$ cat config.mk
export PLATFORM = sky130hd
export DESIGN_NAME = mac_feeder
export DESIGN_NICKNAME = d
export VERILOG_FILES = /design/src/rtl/mac_feeder.sv
export SDC_FILE = /design/constraint.sdc
export NUM_CORES = 2
export LEC_CHECK = 0
export BUFFER_PORTS_ARGS = -buffer_cell sky130_fd_sc_hd__buf_2
export CORE_ASPECT_RATIO = 0.8
export CORE_MARGIN = 1.5
export CORE_UTILIZATION = 45
export DETAILED_ROUTE_END_ITERATION = 8
export MAX_ROUTING_LAYER = met4
export PLACE_DENSITY = 0.7
export SKIP_CTS_REPAIR_TIMING = 1
export SYNTH_ARGS = -nofsm -noshare
export SYNTH_HDL_FRONTEND = slang
export SYNTH_SLANG_ARGS = --single-unit
$ cat constraint.sdc
create_clock -name clk -period 6.3 [get_ports clk]
set_clock_uncertainty 0.15 [all_clocks]
set_input_delay 0.63 -clock clk [delete_from_list [all_inputs] [get_ports clk]]
set_output_delay 0.63 -clock clk [all_outputs]
set_load 0.05 [all_outputs]
$ cat src/rtl/mac_feeder.sv
// mac_feeder: buffers one input vector and streams (input, weight) pairs to a neuron for each of N_NEURON neurons.
module mac_feeder #(
  parameter int N_IN     = 128,
  parameter int N_NEURON = 10,
  parameter int WAIT_MAX = 1023
) (
  input  logic                                clk,
  input  logic                                rst,
  input  logic                                load_valid,
  input  logic [15:0]                         load_data,
  output logic                                load_ready,
  input  logic                                flush,
  input  logic                                go,
  output logic                                busy,
  output logic                                done,
  output logic                                err,
  output logic [$clog2(N_IN*N_NEURON)-1:0]    w_addr,
  input  logic [15:0]                         w_data,
  output logic [15:0]                         mac_in,
  output logic [15:0]                         mac_weight,
  output logic                                mac_start,
  output logic                                mac_rst,
  input  logic                                neu_ready,
  input  logic [15:0]                         neu_out,
  output logic                                res_valid,
  output logic [15:0]                         res_data,
  output logic [$clog2(N_NEURON)-1:0]         res_idx
);
  localparam int AW = $clog2(N_IN*N_NEURON);
  localparam int IW = $clog2(N_NEURON);
  localparam int KW = $clog2(N_IN);
  localparam int CW = $clog2(N_IN+1);
  localparam int TW = $clog2(WAIT_MAX+1);
  typedef enum logic [2:0] {IDLE, PRIME, STREAM, WAIT, EMIT, DONE} state_t;
  state_t state, nxt;
  logic [15:0] buffer [N_IN];
  logic [CW-1:0] cnt;
  logic [IW-1:0] n;
  logic [KW-1:0] k;
  logic [TW-1:0] wcnt;
  logic [15:0] in_hold, w_hold;
  logic full, start, last_n, last_k, timeout, load;
  always_comb begin
    full = cnt == CW'(N_IN);
    start = state == IDLE && go && full;
    last_n = n == IW'(N_NEURON-1);
    last_k = k == KW'(N_IN-1);
    timeout = wcnt == TW'(WAIT_MAX);
    load_ready = state == IDLE && !full;
    load = load_valid && load_ready && !flush;
    busy = state != IDLE;
    done = state == DONE;
    mac_start = state == STREAM;
    mac_rst = state == PRIME;
    res_valid = state == EMIT;
    mac_in = mac_start ? buffer[k] : in_hold;
    mac_weight = mac_start ? w_data : w_hold;
    // the weight memory has one cycle of read latency, so the address leads the presented pair by one
    w_addr = AW'(n * N_IN + (mac_start ? k + 1 : 0));
  end
  always_comb begin
    nxt = state;
    case (state)
      IDLE:    nxt = start ? PRIME : IDLE;
      PRIME:   nxt = STREAM;
      STREAM:  nxt = last_k ? WAIT : STREAM;
      WAIT:    nxt = (neu_ready || timeout) ? EMIT : WAIT;
      EMIT:    nxt = last_n ? DONE : PRIME;
      default: nxt = IDLE;
    endcase
  end
  always_ff @(posedge clk) state <= rst ? IDLE : nxt;
  always_ff @(posedge clk) if (load) buffer[KW'(cnt)] <= load_data;
  always_ff @(posedge clk) begin
    if (rst) begin
      cnt <= '0;
      n <= '0;
      k <= '0;
      wcnt <= '0;
      err <= 1'b0;
      res_data <= '0;
      res_idx <= '0;
      in_hold <= '0;
      w_hold <= '0;
    end else begin
      in_hold <= mac_in;
      w_hold <= mac_weight;
      k <= mac_start ? k + 1'b1 : '0;
      wcnt <= state == WAIT ? wcnt + 1'b1 : '0;
      if (state == IDLE && flush) cnt <= '0;
      else if (load) cnt <= cnt + 1'b1;
      if (start) begin
        n <= '0;
        err <= 1'b0;
      end
      if (state == WAIT && (neu_ready || timeout)) begin
        res_data <= neu_ready ? neu_out : 16'h0000;
        res_idx <= n;
        if (!neu_ready) err <= 1'b1;
      end
      if (state == EMIT && !last_n) n <= n + 1'b1;
    end
  end
endmodule

==> flow_summary.json <==
{
  "status": "finished, final reports clean",
  "rsz0062_at_grt": "no",
  "gp_routability_congestion": 0.976,
  "asyncSetResetFlopFracSynth": 0,
  "clock_tree_from_tritoncts": "done",
  "grt_start_max_net_pins": 102,
  "count_of_state_elements_after_synthesis": 2133,
  "reg2reg_slack_ns": 2.16,
  "shortest_clock_period_the_worst_path_allows_after_layout_ns": 5.78,
  "ant_nets": 0,
  "boundaryPins": 124,
  "cts.sink_count": 2133,
  "yosys-top-cells-count": "sky130_fd_sc_hd__edfxtp_1, sky130_fd_sc_hd__mux4_2, sky130_fd_sc_hd__mux2i_1",
  "placedInstanceArea_um2": 87100,
  "leakagePower_nw": 29.4,
  "drt-total-wl_mm": 223,
  "synth.yosys.seq_area_share": 0.767,
  "yosysTopAreaCell": "sky130_fd_sc_hd__edfxtp_1",
  "power.ir.vdd_worst_v": 0.000270,
  "maxSlewHeadroom": 0.0842,
  "cell_breakdown_of_the_critical_path": "buf_12, buf_4, mux4_2, a22o_1, o21ai_0, o211ai_1, o32ai_1, o21ai_1, buf_2",
  "postSynthCellCount": 4092,
  "power_per_cell_area_nw_per_um2": 299,
  "timing.hold.worst.class": "input port to flop",
  "crit_path_max_incr_delay_ns": 0.90,
  "grt_antenna_before_repair": 4,
  "net-switching-power_mw": 5.61,
  "synth_enable_flop_cells": 2048,
  "vias_after_detailed_routing": 43600,
  "crit_arrival_ns": 5.00,
  "holdCritStartpoint": "load_data[15]",
  "stdcell_area_um2": 94100,
  "timing_hold_violations_final": 0,
  "core_region_area_um2": 182000,
  "combPwrFrac": 0.012,
  "worstPathMaxFanout": 33,
  "gr-total-overflow": 0,
  "timing.setup.critical_path_class": "flop to output port",
  "chipHeight_um": 386,
  "die_x_um": 481,
  "worst_setup_path_endpoint": "mac_in[15]",
  "detailed_place_hpwl_mm": 137,
  "worst_pin_slew_ns": 1.36,
  "clk-insertion-delay-late_ns": 0.86,
  "tritoncts.num_buffers": 194,
  "wl_per_cell_um": 31.5,
  "nNetsFinal": 4537,
  "critPathSlowestCell": "sky130_fd_sc_hd__dfxtp_4",
  "mean_post_synth_cell_area_um2": 20.1,
  "yosysTopAreaCellShare": 0.746,
  "share_of_power_burned_in_the_clock_network": 0.435,
  "wire_length_of_the_first_global_routing_pass_mm": 313,
  "p_int_mw": 22.5,
  "regToRegEndpoint": "in_hold[15]",
  "floorplan.initialDensity": 0.453,
  "synth.lib_cells_used.distinct": 64,
  "p_sw_frac": 0.199,
  "gr-usage-all-layers": 0.245,
  "r2r_cells": 8,
  "fmax_mhz": 173,
  "cp.required_ns": 5.52,
  "grt_pass1_vias": 41600,
  "die_area_um2": 186000,
  "worstSetupStartpoint": "k[0]",
  "vias_per_cell": 6.18,
  "htree_num_levels": 4,
  "dr.pass1.iters": 6,
  "detailedRoute.firstIterationViolations": 6626,
  "crit_path_start_kind": "flop",
  "setup-tns-final_ns": 0,
  "area_delta_synth_final_pct": 14.2,
  "setup_violations": 0,
  "clkTransAtPathRegs_ns": 0.06,
  "yosys_most_used_dff": "sky130_fd_sc_hd__edfxtp_1",
  "rows": 140,
  "netlist_top_cells_area": "sky130_fd_sc_hd__edfxtp_1, sky130_fd_sc_hd__mux4_2, sky130_fd_sc_hd__mux2i_1, sky130_fd_sc_hd__dfxtp_1, sky130_fd_sc_hd__a22oi_1",
  "synthesized_area_um2": 82400,
  "p_seq_frac": 0.552,
  "io_buffer_count": 123,
  "drc": 0,
  "yosys.cell_count.top_type": "sky130_fd_sc_hd__edfxtp_1",
  "count_of_placed_standard_cells_in_the_final_layout_fillers_left_out": 7057,
  "cap_violations": 0,
  "clk_path_buf_depth": 3,
  "final_layout_size_suffix_gt1_frac": 0.246,
  "cp-end-kind": "output port",
  "final_critical_path_share_of_the_clock_period": 0.918,
  "timing_max_transition_violations_final": 0,
  "crit-reg2reg-launch": "k[0]",
  "synth_warnings": 0,
  "synthesized_nets": 4154,
  "dpl.cell_count": 6660,
  "clock_tree.root_cell": "sky130_fd_sc_hd__clkbuf_16"
}
per-layer routing:
layer / global-route usage / share of wire
met1: 0.342 / 0.39
met2: 0.353 / 0.45
met3: 0.0654 / 0.13
met4: 0.0792 / 0.034
met5: - / 0
cells in the final DEF (no fill, tap or decap), types with 12 or more instances in the layout:
master                             n
sky130_fd_sc_hd__dfxtp_1          80
sky130_fd_sc_hd__xor2_1           12
sky130_fd_sc_hd__a32o_1           13
sky130_fd_sc_hd__buf_4           258
sky130_fd_sc_hd__mux2i_1         293
sky130_fd_sc_hd__nor2b_1          13
sky130_fd_sc_hd__dlygate4sd3_1    33
sky130_fd_sc_hd__clkbuf_1         21
sky130_fd_sc_hd__buf_12           20
sky130_fd_sc_hd__a31oi_1          17
sky130_fd_sc_hd__clkbuf_16       198
sky130_fd_sc_hd__nand2_1         205
sky130_fd_sc_hd__buf_2           107
sky130_fd_sc_hd__mux4_2          405
sky130_fd_sc_hd__a22o_1           28
sky130_fd_sc_hd__nor2_1          202
sky130_fd_sc_hd__bufinv_16        28
sky130_fd_sc_hd__o21ai_0          21
sky130_fd_sc_hd__clkinv_1         48
sky130_fd_sc_hd__edfxtp_1       2048
sky130_fd_sc_hd__nor3_1           16
sky130_fd_sc_hd__nand3_1          51
sky130_fd_sc_hd__clkinv_2         45
sky130_fd_sc_hd__a22oi_1         148
sky130_fd_sc_hd__mux2_2           21
sky130_fd_sc_hd__a21oi_1          95
cells by family (layout without fill, tap and decap cells):
group / Yosys count / after routing / share of synthesized area
adder cells (fa/ha/maj): 8 / 8 / 0.00122
buffers and inverters: 240 / 787 / 0.0158
multiplexers: 719 / 719 / 0.149
AO/OA/AOI/OAI: 404 / 404 / 0.0347
XOR/XNOR: 21 / 21 / 0.00223
other: 0 / 4 / 0
flip-flops: 2133 / 2133 / 0.767
AND/OR/NAND/NOR: 567 / 567 / 0.0298
metrics by stage:
| stage | util | hold WS (ns) | setup WS, ns | power [mW] |
|---|---|---|---|---|
| 2_1_floorplan | - | 0.268 | 2.47 | 15.9 |
| 3_3_place_gp | 0.479 | 0.279 | 1.08 | 16.1 |
| 3_5_place_dp | 0.479 | 0.295 | 1.41 | 16.2 |
| 4_1_cts | 0.515 | -0.155 | 0.506 | 28.2 |
| 5_1_grt | 0.517 | 0.0486 | 0.347 | 28.8 |
| 6_report | 0.517 | 0.0837 | 0.518 | 28.1 |
worst min-delay path by stage:
stage | to | cells past startpoint
finish | buffer[20][15] | 1
global route | buffer[21][15] | 1
CTS | w_hold[0] | 3
detailed placement | wcnt[0] | 1
global placement | wcnt[0] | 1
floorplan | wcnt[0] | 1
registers in the layout (all words and copies together) (netlist names):
name      cells
res_data     16
wcnt         10
k             7
n             4
cnt           8
res_idx       4
err           1
state         3
buffer     2048
w_hold       16
in_hold      16
power by group through the flow:
stage / clock (mW) / combinational [mW] / sequential (mW)
floorplan: 0 / 0.0293 / 15.8
global placement: 0 / 0.310 / 15.8
detailed placement: 0 / 0.326 / 15.8
finish: 12.2 / 0.346 / 15.5
global route: 12.9 / 0.363 / 15.5
CTS: 12.3 / 0.325 / 15.5
cell type report:
type / instances / area, µm²
fillers: 13900 / 87900
flip-flops and latches: 2133 / 63200
multi-input cells: 1719 / 18000
clock buffers: 219 / 5030
repair buffers: 418 / 3200
well taps: 2414 / 3020
clock inverters: 141 / 1580
inverters: 9 / 38.8
diodes: 4 / 10.0
critical path, delay by kind of cell, from the launching register on:
kind | cells | cell delay [ns]
AOI/OAI and AO/OA | 5 | 1.75
buffers and inverters | 3 | 0.92
DFF | 1 | 0.90
muxes | 1 | 0.52
Power figures use the tool's default switching activity.
